--- config.mk ---
export PLATFORM = sky130hd
export DESIGN_NAME = alu_arb_ctrl
export DESIGN_NICKNAME = d
export VERILOG_FILES = /design/src/rtl/alu_arb_ctrl.sv
export SDC_FILE = /design/constraint.sdc
export NUM_CORES = 1
export LEC_CHECK = 0
export BUFFER_PORTS_ARGS = -buffer_cell sky130_fd_sc_hd__buf_2
export CAP_MARGIN = 25
export CORE_UTILIZATION = 50
export CTS_CLUSTER_DIAMETER = 100
export CTS_CLUSTER_SIZE = 16
export DETAILED_ROUTE_END_ITERATION = 10
export GPL_TIMING_DRIVEN = 1
export PLACE_DENSITY = 0.75
export REMOVE_ABC_BUFFERS = 1
export SKIP_CTS_REPAIR_TIMING = 1
export SLEW_MARGIN = 20
export SYNTH_ARGS = -nofsm -noshare
export SYNTH_HDL_FRONTEND = slang
export SYNTH_SLANG_ARGS = --single-unit
--- constraint.sdc ---
create_clock -name clk -period 3.5 [get_ports clk]
set_clock_uncertainty 0.05 [all_clocks]
set_input_delay 0.175 -clock clk [delete_from_list [all_inputs] [get_ports clk]]
set_output_delay 0.175 -clock clk [all_outputs]
set_load 0.005 [all_outputs]
--- src/rtl/alu_arb_ctrl.sv ---
// Two-requester sequencer/arbiter around a shared combinational 8-bit ALU (bit_8alu).
// Optional per-requester accumulators are built when ALU_ARB_ACC_EN is defined.

module bit_8alu (
    input  logic [3:0] i_op,
    input  logic [7:0] i_a,
    input  logic [7:0] i_b,
    output logic [7:0] o_y,
    output logic       o_cout
);
    logic [8:0] w_r;

    always_comb begin
        w_r = 9'd0;
        case (i_op)
            4'b0000: w_r = {1'b0, i_a} + {1'b0, i_b};
            4'b0001: w_r = {1'b0, i_a} - {1'b0, i_b};
            4'b0010: w_r = {1'b0, i_a & i_b};
            4'b0011: w_r = {1'b0, i_a | i_b};
            4'b0101: w_r = {1'b0, i_a ^ i_b};
            4'b0110: w_r = {1'b0, ~i_a};
            4'b0111: w_r = {1'b0, i_a} + 9'd1;
            default: w_r = 9'd0;
        endcase
    end

    assign o_y    = w_r[7:0];
    assign o_cout = w_r[8];
endmodule

module alu_arb_ctrl #(
    parameter logic PRIO_INIT = 1'b0
) (
    input  logic       clk,
    input  logic       rst_n,
    input  logic       req0_valid,
    input  logic [3:0] req0_op,
    input  logic [7:0] req0_a,
    input  logic [7:0] req0_b,
    input  logic       req0_acc,
    output logic       req0_ready,
    input  logic       req1_valid,
    input  logic [3:0] req1_op,
    input  logic [7:0] req1_a,
    input  logic [7:0] req1_b,
    input  logic       req1_acc,
    output logic       req1_ready,
    output logic       rsp0_valid,
    output logic [7:0] rsp0_y,
    output logic       rsp0_cout,
    output logic       rsp0_zero,
    output logic       rsp0_err,
    input  logic       rsp0_ready,
    output logic       rsp1_valid,
    output logic [7:0] rsp1_y,
    output logic       rsp1_cout,
    output logic       rsp1_zero,
    output logic       rsp1_err,
    input  logic       rsp1_ready
);
    typedef enum logic [1:0] {S_IDLE, S_EXEC, S_RESP} state_t;

    state_t     r_state;
    logic       r_prio;
    logic       r_owner;
    logic [3:0] r_op;
    logic [7:0] r_a;
    logic [7:0] r_b;
    logic [1:0] r_vld;
    logic [7:0] r_y [2];
    logic [1:0] r_cout;
    logic [1:0] r_zero;
    logic [1:0] r_err;

    logic       w_grant;
    logic       w_accept;
    logic [3:0] w_op_in;
    logic [7:0] w_a_raw;
    logic [7:0] w_a_in;
    logic [7:0] w_b_in;
    logic       w_acc_in;
    logic [1:0] w_rsp_rdy;
    logic       w_done;
    logic [7:0] w_alu_y;
    logic       w_alu_cout;
    logic       w_err;
    logic       w_arith;
    logic [7:0] w_res_y;

    // Priority only matters when both requesters are valid at once.
    assign w_grant    = (req0_valid & req1_valid) ? r_prio : req1_valid;
    assign req0_ready = (r_state == S_IDLE) & req0_valid & ~w_grant;
    assign req1_ready = (r_state == S_IDLE) & req1_valid &  w_grant;
    assign w_accept   = req0_ready | req1_ready;

    assign w_op_in  = w_grant ? req1_op  : req0_op;
    assign w_a_raw  = w_grant ? req1_a   : req0_a;
    assign w_b_in   = w_grant ? req1_b   : req0_b;
    assign w_acc_in = w_grant ? req1_acc : req0_acc;

    assign w_rsp_rdy = {rsp1_ready, rsp0_ready};
    assign w_done    = (r_state == S_RESP) & r_vld[r_owner] & w_rsp_rdy[r_owner];

`ifdef ALU_ARB_ACC_EN
    logic [7:0] r_acc [2];

    always_ff @(posedge clk or negedge rst_n) begin
        if (!rst_n) begin
            r_acc[0] <= 8'h00;
            r_acc[1] <= 8'h00;
        end else if (w_done) begin
            r_acc[r_owner] <= r_y[r_owner];
        end
    end

    assign w_a_in = w_acc_in ? r_acc[w_grant] : w_a_raw;
`else
    logic w_unused_acc;
    assign w_unused_acc = w_acc_in;
    assign w_a_in       = w_a_raw;
`endif

    // Operands are pure data; only the accept strobe qualifies them.
    always_ff @(posedge clk) begin
        if (w_accept) begin
            r_op <= w_op_in;
            r_a  <= w_a_in;
            r_b  <= w_b_in;
        end
    end

    bit_8alu u_alu (
        .i_op   (r_op),
        .i_a    (r_a),
        .i_b    (r_b),
        .o_y    (w_alu_y),
        .o_cout (w_alu_cout)
    );

    assign w_err   = r_op[3] | (r_op == 4'b0100);
    assign w_arith = (r_op == 4'b0000) | (r_op == 4'b0001) | (r_op == 4'b0111);
    assign w_res_y = w_err ? 8'h00 : w_alu_y;

    always_ff @(posedge clk or negedge rst_n) begin
        if (!rst_n) begin
            r_state <= S_IDLE;
            r_prio  <= PRIO_INIT;
            r_owner <= 1'b0;
            r_vld   <= 2'b00;
            r_y[0]  <= 8'h00;
            r_y[1]  <= 8'h00;
            r_cout  <= 2'b00;
            r_zero  <= 2'b00;
            r_err   <= 2'b00;
        end else begin
            case (r_state)
                S_IDLE: begin
                    if (w_accept) begin
                        r_owner <= w_grant;
                        r_state <= S_EXEC;
                    end
                end
                S_EXEC: begin
                    r_y[r_owner]    <= w_res_y;
                    r_cout[r_owner] <= w_arith & w_alu_cout;
                    r_zero[r_owner] <= (w_res_y == 8'h00);
                    r_err[r_owner]  <= w_err;
                    r_vld[r_owner]  <= 1'b1;
                    r_state         <= S_RESP;
                end
                S_RESP: begin
                    if (w_done) begin
                        r_vld   <= 2'b00;
                        r_prio  <= ~r_owner;
                        r_state <= S_IDLE;
                    end
                end
                default: r_state <= S_IDLE;
            endcase
        end
    end

    assign rsp0_valid = r_vld[0];
    assign rsp0_y     = r_y[0];
    assign rsp0_cout  = r_cout[0];
    assign rsp0_zero  = r_zero[0];
    assign rsp0_err   = r_err[0];
    assign rsp1_valid = r_vld[1];
    assign rsp1_y     = r_y[1];
    assign rsp1_cout  = r_cout[1];
    assign rsp1_zero  = r_zero[1];
    assign rsp1_err   = r_err[1];
endmodule

==> results of run 1 <==
==> worst max path at each step <==
stage / end / start / depth (start not counted) / slack, ps
floorplan: r_zero[1]$_DFFE_PN0P_ / r_op[2]$_DFFE_PN_ / 11 / 340
global placement: rsp0_y[7]$_DFFE_PN0P_ / r_op[2]$_DFFE_PN_ / 12 / 330
detailed placement: r_zero[0]$_DFFE_PN0P_ / r_op[2]$_DFFE_PN_ / 12 / 280
CTS: r_zero[0]$_DFFE_PN0P_ / r_op[2]$_DFFE_PN_ / 12 / 230
global route: r_zero[1]$_DFFE_PN0P_ / r_op[2]$_DFFE_PN_ / 12 / 10
finish: r_zero[0]$_DFFE_PN0P_ / r_op[3]$_DFFE_PN_ / 10 / 250
==> cells in the mapped netlist (7+ instances only) <==
library cell  instances
a21oi_1               7
clkbuf_1              8
dfrtp_1              28
edfxtp_1             20
ha_1                 25
inv_1                25
mux2_2               24
nand2_1              32
nand3_1               8
nor2_1               12
nor2b_1               7
nor3_1               10
nor3b_1               7
o21ai_0              29
==> cell type report <==
type	count	area (um^2)
Clock buffer	7	108
Clock inverter	1	8.76
Tap cell	75	93.8
Multi-Input combinational cell	234	1720
Fill cell	539	2290
Timing Repair Buffer	79	418
Sequential cell	48	1300
Inverter	25	93.8
==> per-layer routing <==
layer  vias to the layer above  GRT usage, %  part of all wire, %
li1                       1311             -                    -
met1                      1202          28.9                   49
met2                        58          35.9                   46
met3                         7          3.67                  3.7
met4                         0          5.26                 0.98
met5                         -             0                    0
==> state kept, by name, summed over array words and instances (netlist names) <==
name and cells:
r_zero 2, rsp1_y 8, r_cout 2, r_state 2, r_b 8, r_a 8
r_op 4, r_err 2, r_prio 1, rsp0_y 8, r_vld 2, r_owner 1
==> worst reg2reg max path, cell delays in order, from the launching register on <==
cell and delay (ps):
edfxtp_1 580, or3_1 500, o211ai_1 200, o31ai_1 110, ha_1 330, nor2b_1 170
o31a_1 290, o2111a_1 240, nor3_1 290, nand4_1 190, o31ai_1 220
==> logic make-up after synthesis <==
group | after synthesis | synth area share [%]
and+or+nand+nor | 100 | 16.7
AOI/OAI and AO/OA | 82 | 17.3
DFF | 48 | 41.1
buffers and inverters | 39 | 5.25
adders and majority gates | 26 | 10.5
muxes | 25 | 8.85
xor gates and xnor gates | 1 | 0.277
==> report_power, final <==
group / internal (mW) / switching (mW) / total, mW
Combinational: 0.643 / 0.793 / 1.44
Clock: 0.205 / 0.192 / 0.397
Sequential: 0.837 / 0.174 / 1.01
Total: 1.69 / 1.16 / 2.84
==> flow_summary.yaml, run 1 <==
outcome:
  status: "finished, final reports clean"
critical_path:
  critPathSlowestCell: "edfxtp_1"
  reg2reg_slack_ps: 250
  reg2reg_from: "r_op[3]$_DFFE_PN_"
  rr_worst_depth: 10
  crit_top_cell: "o31ai_1"
  worstPathCellList: "or3_1 > o211ai_1 > o31ai_1 > ha_1 > nor2b_1 > o31a_1 > o2111a_1 > nor3_1 > nand4_1 > o31ai_1"
  path_buf_inv: 0
  slowest_delay_ps: 580
  critPathKind: "reg2reg"
  end_kind: "flip-flop"
  cp.arrival_ps: 3420
  r2r_end: "r_zero[0]$_DFFE_PN0P_"
  cp_max_fo: 12
  cp.required_ps: 3670
  start_kind: "flip-flop"
  path_delay_family: "simple AND/OR/NAND/NOR gates"
sta:
  finalSetupTns_ps: 0
  period_share_pct: 92.9
  fmax_mhz: 307
  period_minus_slack_ps: 3250
  grt_setup_unrepaired: "no"
  setup_ws_ps: 247
  finalHoldViolations: 0
  tightest_slew_ps: 830
  relSlewSlack_pct: 44.7
  maxSlewViolCount: 0
  finalSetupViolCount: 0
  finalHoldWorstSlack_ps: 76.5
routing:
  drt_iter0_markers: 165
  dr.pass1.iters: 4
  wl_per_cell_um: 13.9
  ant_nets: 0
  drc: 0
  wirelength_um: 6520
  drt-vias-per-instance: 5.50
  dr_total_vias: 2578
synth:
  synth_edf_count: 20
  synth_top_cell_area_share_pct: 22.1
  syn_inst: 321
  synth_area_mm2: 0.00317
  synth_seq_cells: 48
  avgSynthCellArea_um2: 9.87
  synthTopCellsByArea: "dfrtp_1 (22%), edfxtp_1 (19%), ha_1 (9.9%), mux2_2 (8.5%), o21ai_0 (4.6%)"
  yosysUniqueCellTypes: 52
  async_flop_share_pct: 58.3
  synth_area_leader_cell: "dfrtp_1"
  ys.flop_type: "dfrtp_1"
  seq_area_frac_synth_pct: 41.1
  ys.warnings.count: 0
die:
  pin_count: 74
  coreArea_mm2: 0.00603
  die-height_um: 81.6
  die_area_mm2: 0.00666
  num_rows: 28
  die_x_um: 81.6
  initial_utilization_pct: 52.6
global_routing:
  grtUsageTotal_pct: 21.5
  grt_pass1_vias: 2422
  grt_overflow_total: 0
  antenna_found_initial: 0
  grt_pass1_wl_um: 11000
  grt_max_degree: 29
cts:
  cts_sinks: 48
  worstSkewPairLatency_ps: 310
  cts_tree: "built"
  path_clk_slew_ps: 90
  cts_htree_levels: 2
  cts_made_buffers: 5
  clockRootBuffer: "clkbuf_8"
  clk_path_buf_depth: 2
layout:
  fin_nets: 467
  fin_cells: 469
  final_area_mm2: 0.00374
  antenna_cells: 0
  drive_above_1_share_pct: 29.7
  final_common_cell: "buf_2"
  layout_common_cells: "buf_2 (71), nand2_1 (32), o21ai_0 (28), dfrtp_1 (28)"
  area_growth_pct: 18.0
  utilization_pct: 62.1
placed_design:
  placed_cells: 460
  port_buffers: 71
  place_area_mm2: 0.00360
  dpl.hpwl_um: 4990
  place.gp.congestion: 0.861
  pre_cts_slack_ps: 275
power:
  ir_drop_uv: 373
  fin_total_pwr_mw: 2.84
  powerDensity_mw_per_mm2: 761
  p_leak_nw: 1.73
worst_hold_path:
  hold_end: "r_state[0]$_DFFE_PN0P_"
  holdPathStages: 2
  hold_path_class: "in2reg"
  min_from: "req0_valid"
flow_run:
  drv_cap: 0
No activity file was read; power rests on OpenSTA's default activity.
==> run 2: changes to the inputs <==
- SYNTH_HIERARCHICAL: default -> 1
==> run 2 against run 1 <==
Sequential power about the same. Non-clock buffer count grew 8. Cell area rose by 3.5%. Total power grew 1.1%. Utilization decreased by 0.73 points. Die area increased by 2.8%. Clock-buffer cell count shrank 1. Critical path type unchanged.
==> flow_summary.yaml, run 2 <==
routing:
  wirelength_um: 7410
  wl_per_cell_um: 14.9
  dr_total_vias: 2775
  drt-vias-per-instance: 5.56
  ant_nets: 0
  dr.pass1.iters: 5
  drt_iter0_markers: 136
  drc: 0
layout:
  area_growth_pct: 18.9
  layout_common_cells: "buf_2 (71), nand2_1 (57), dfrtp_1 (28)"
  final_area_mm2: 0.00387
  fin_cells: 499
  drive_above_1_share_pct: 32.5
  fin_nets: 497
  utilization_pct: 61.3
  fill_cells: 574
  antenna_cells: 0
  final_common_cell: "buf_2"
synth:
  synth_area_mm2: 0.00326
  yosysUniqueCellTypes: 55
  synth_seq_cells: 48
  async_flop_share_pct: 58.3
  synth_top_cell_area_share_pct: 21.5
  seq_area_frac_synth_pct: 39.9
  ys_top_cells_by_count: "nand2_1 (57), dfrtp_1 (28), ha_1 (27)"
  ys.warnings.count: 6
  synth_area_leader_cell: "dfrtp_1"
  yosysMostFrequentCell: "nand2_1"
  synth_edf_count: 20
  avgSynthCellArea_um2: 9.55
  ys.flop_type: "dfrtp_1"
  syn_inst: 341
  synthTopCellsByArea: "dfrtp_1 (22%), edfxtp_1 (18%), ha_1 (10%), mux2_2 (6.9%), nand2_1 (6.6%)"
outcome:
  status: "finished, final reports clean"
critical_path:
  end_kind: "flip-flop"
  r2r_end: "r_zero[1]$_DFFE_PN0P_"
  worstPathCellList: "nor2_2 > nand2_1 > a31oi_1 > mux2i_1 > ha_1 > a211oi_1 > a21oi_1 > or3_1 > a31o_2 > nor4_2 > nand2_1 > a31oi_1"
  cp.arrival_ps: 3560
  cp_max_fo: 8
  critPathSlowestCell: "edfxtp_1"
  cp.required_ps: 3680
  reg2reg_from: "r_op[3]$_DFFE_PN_"
  slowest_delay_ps: 550
  rr_worst_depth: 12
  path_delay_family: "compound AO/OA/AOI/OAI gates"
  start_kind: "flip-flop"
  critPathKind: "reg2reg"
  reg2reg_slack_ps: 120
  path_buf_inv: 0
sta:
  period_share_pct: 96.7
  finalSetupViolCount: 0
  period_minus_slack_ps: 3380
  maxSlewViolCount: 0
  fmax_mhz: 296
  finalHoldWorstSlack_ps: 50.3
  finalSetupTns_ps: 0
  relSlewSlack_pct: 54.5
  tightest_slew_ps: 680
  finalHoldViolations: 0
  setup_ws_ps: 116
placed_design:
  pre_cts_slack_ps: 76.7
  port_buffers: 71
  place.gp.congestion: 0.904
  place_area_mm2: 0.00369
  placed_cells: 484
  dpl.hpwl_um: 5500
die:
  die-height_um: 82.7
  die_area_mm2: 0.00684
  coreArea_mm2: 0.00631
  die_x_um: 82.7
  num_rows: 29
  initial_utilization_pct: 51.6
  pin_count: 74
worst_hold_path:
  hold_end: "r_state[0]$_DFFE_PN0P_"
  hold_path_class: "in2reg"
  holdPathStages: 3
  min_from: "req0_valid"
flow_run:
  drv_cap: 0
power:
  p_leak_nw: 1.78
  fin_total_pwr_mw: 2.88
  powerDensity_mw_per_mm2: 743
  ir_drop_uv: 516
cts:
  cts_htree_levels: 2
  cts_sinks: 48
  path_clk_slew_ps: 100
  worstSkewPairLatency_ps: 310
  cts_made_buffers: 5
  cts_tree: "built"
  clk_path_buf_depth: 2
  clockRootBuffer: "clkbuf_8"
global_routing:
  grt_pass1_wl_um: 11300
  grtUsageTotal_pct: 22.3
  grt_max_degree: 29
  grt_pass1_vias: 2396
  antenna_found_initial: 0
  grt_overflow_total: 0
## run 2: changes by cell type after synthesis, sizes merged, moves of 4 or more
cell | previous run | this run
mux2i | 1 | 5
nor3b | 7 | 1
a21oi | 7 | 16
mux2 | 24 | 20
nand2 | 32 | 58
clkbuf | 8 | 3
o21a | 6 | 0
buf | 6 | 11
nor3 | 10 | 1
o221ai | 0 | 4
o21ai | 29 | 36
## run 2: worst register-to-register path, stage by stage (launching register included)
cell,delay (ps)
edfxtp_1,550
nor2_2,200
nand2_1,90
a31oi_1,190
mux2i_1,270
ha_1,310
a211oi_1,280
a21oi_1,160
or3_1,340
a31o_2,270
nor4_2,290
nand2_1,110
a31oi_1,190
## run 2: final cells by class
type	instances	area, um^2	share of cell area [%]
well taps	77	96.3	2.49
multi-input cells	257	1820	47.0
clock inverters	2	12.5	0.323
repair buffers	87	478	12.3
inverters	22	82.6	2.13
clock buffers	6	82.6	2.13
flip-flops and latches	48	1300	33.6
## run 2: kinds of logic after synthesis
group | Yosys count | synth area share [%]
adder cells (fa/ha/maj) | 28 | 11.0
multiplexers | 25 | 8.45
XOR/XNOR | 3 | 0.807
buffers and inverters | 36 | 5.18
AND/OR/NAND/NOR | 113 | 17.4
flip-flops | 48 | 39.9
AO/OA/AOI/OAI | 88 | 17.2
## run 2: how the worst max path moves through the flow
stage,from,to,slack (ps),depth (start not counted)
after floorplan,r_op[0]$_DFFE_PN_,r_zero[0]$_DFFE_PN0P_,8,12
after global placement,r_b[0]$_DFFE_PN_,r_zero[1]$_DFFE_PN0P_,130,13
after detailed placement,r_b[0]$_DFFE_PN_,r_zero[1]$_DFFE_PN0P_,80,13
after CTS,r_op[3]$_DFFE_PN_,r_zero[1]$_DFFE_PN0P_,40,12
after global routing,r_b[0]$_DFFE_PN_,r_zero[1]$_DFFE_PN0P_,-3,13
final,r_op[3]$_DFFE_PN_,r_zero[1]$_DFFE_PN0P_,120,12
## run 2: layer usage
layer / GRT usage [%] / wire length [um] / share of wire [%] / vias to the layer above
met2: 35.7 / 3560 / 48 / 79
met3: 3.63 / 376 / 5.1 / 15
met4: 6.72 / 163 / 2.2 / 0
met1: 30.8 / 3310 / 45 / 1303
li1: - / - / - / 1378
met5: 0 / 0 / 0 / -
## run 2: power by group
part | switching (mW) | internal, mW
logic | 0.826 | 0.673
registers | 0.202 | 0.809
clock network | 0.204 | 0.162
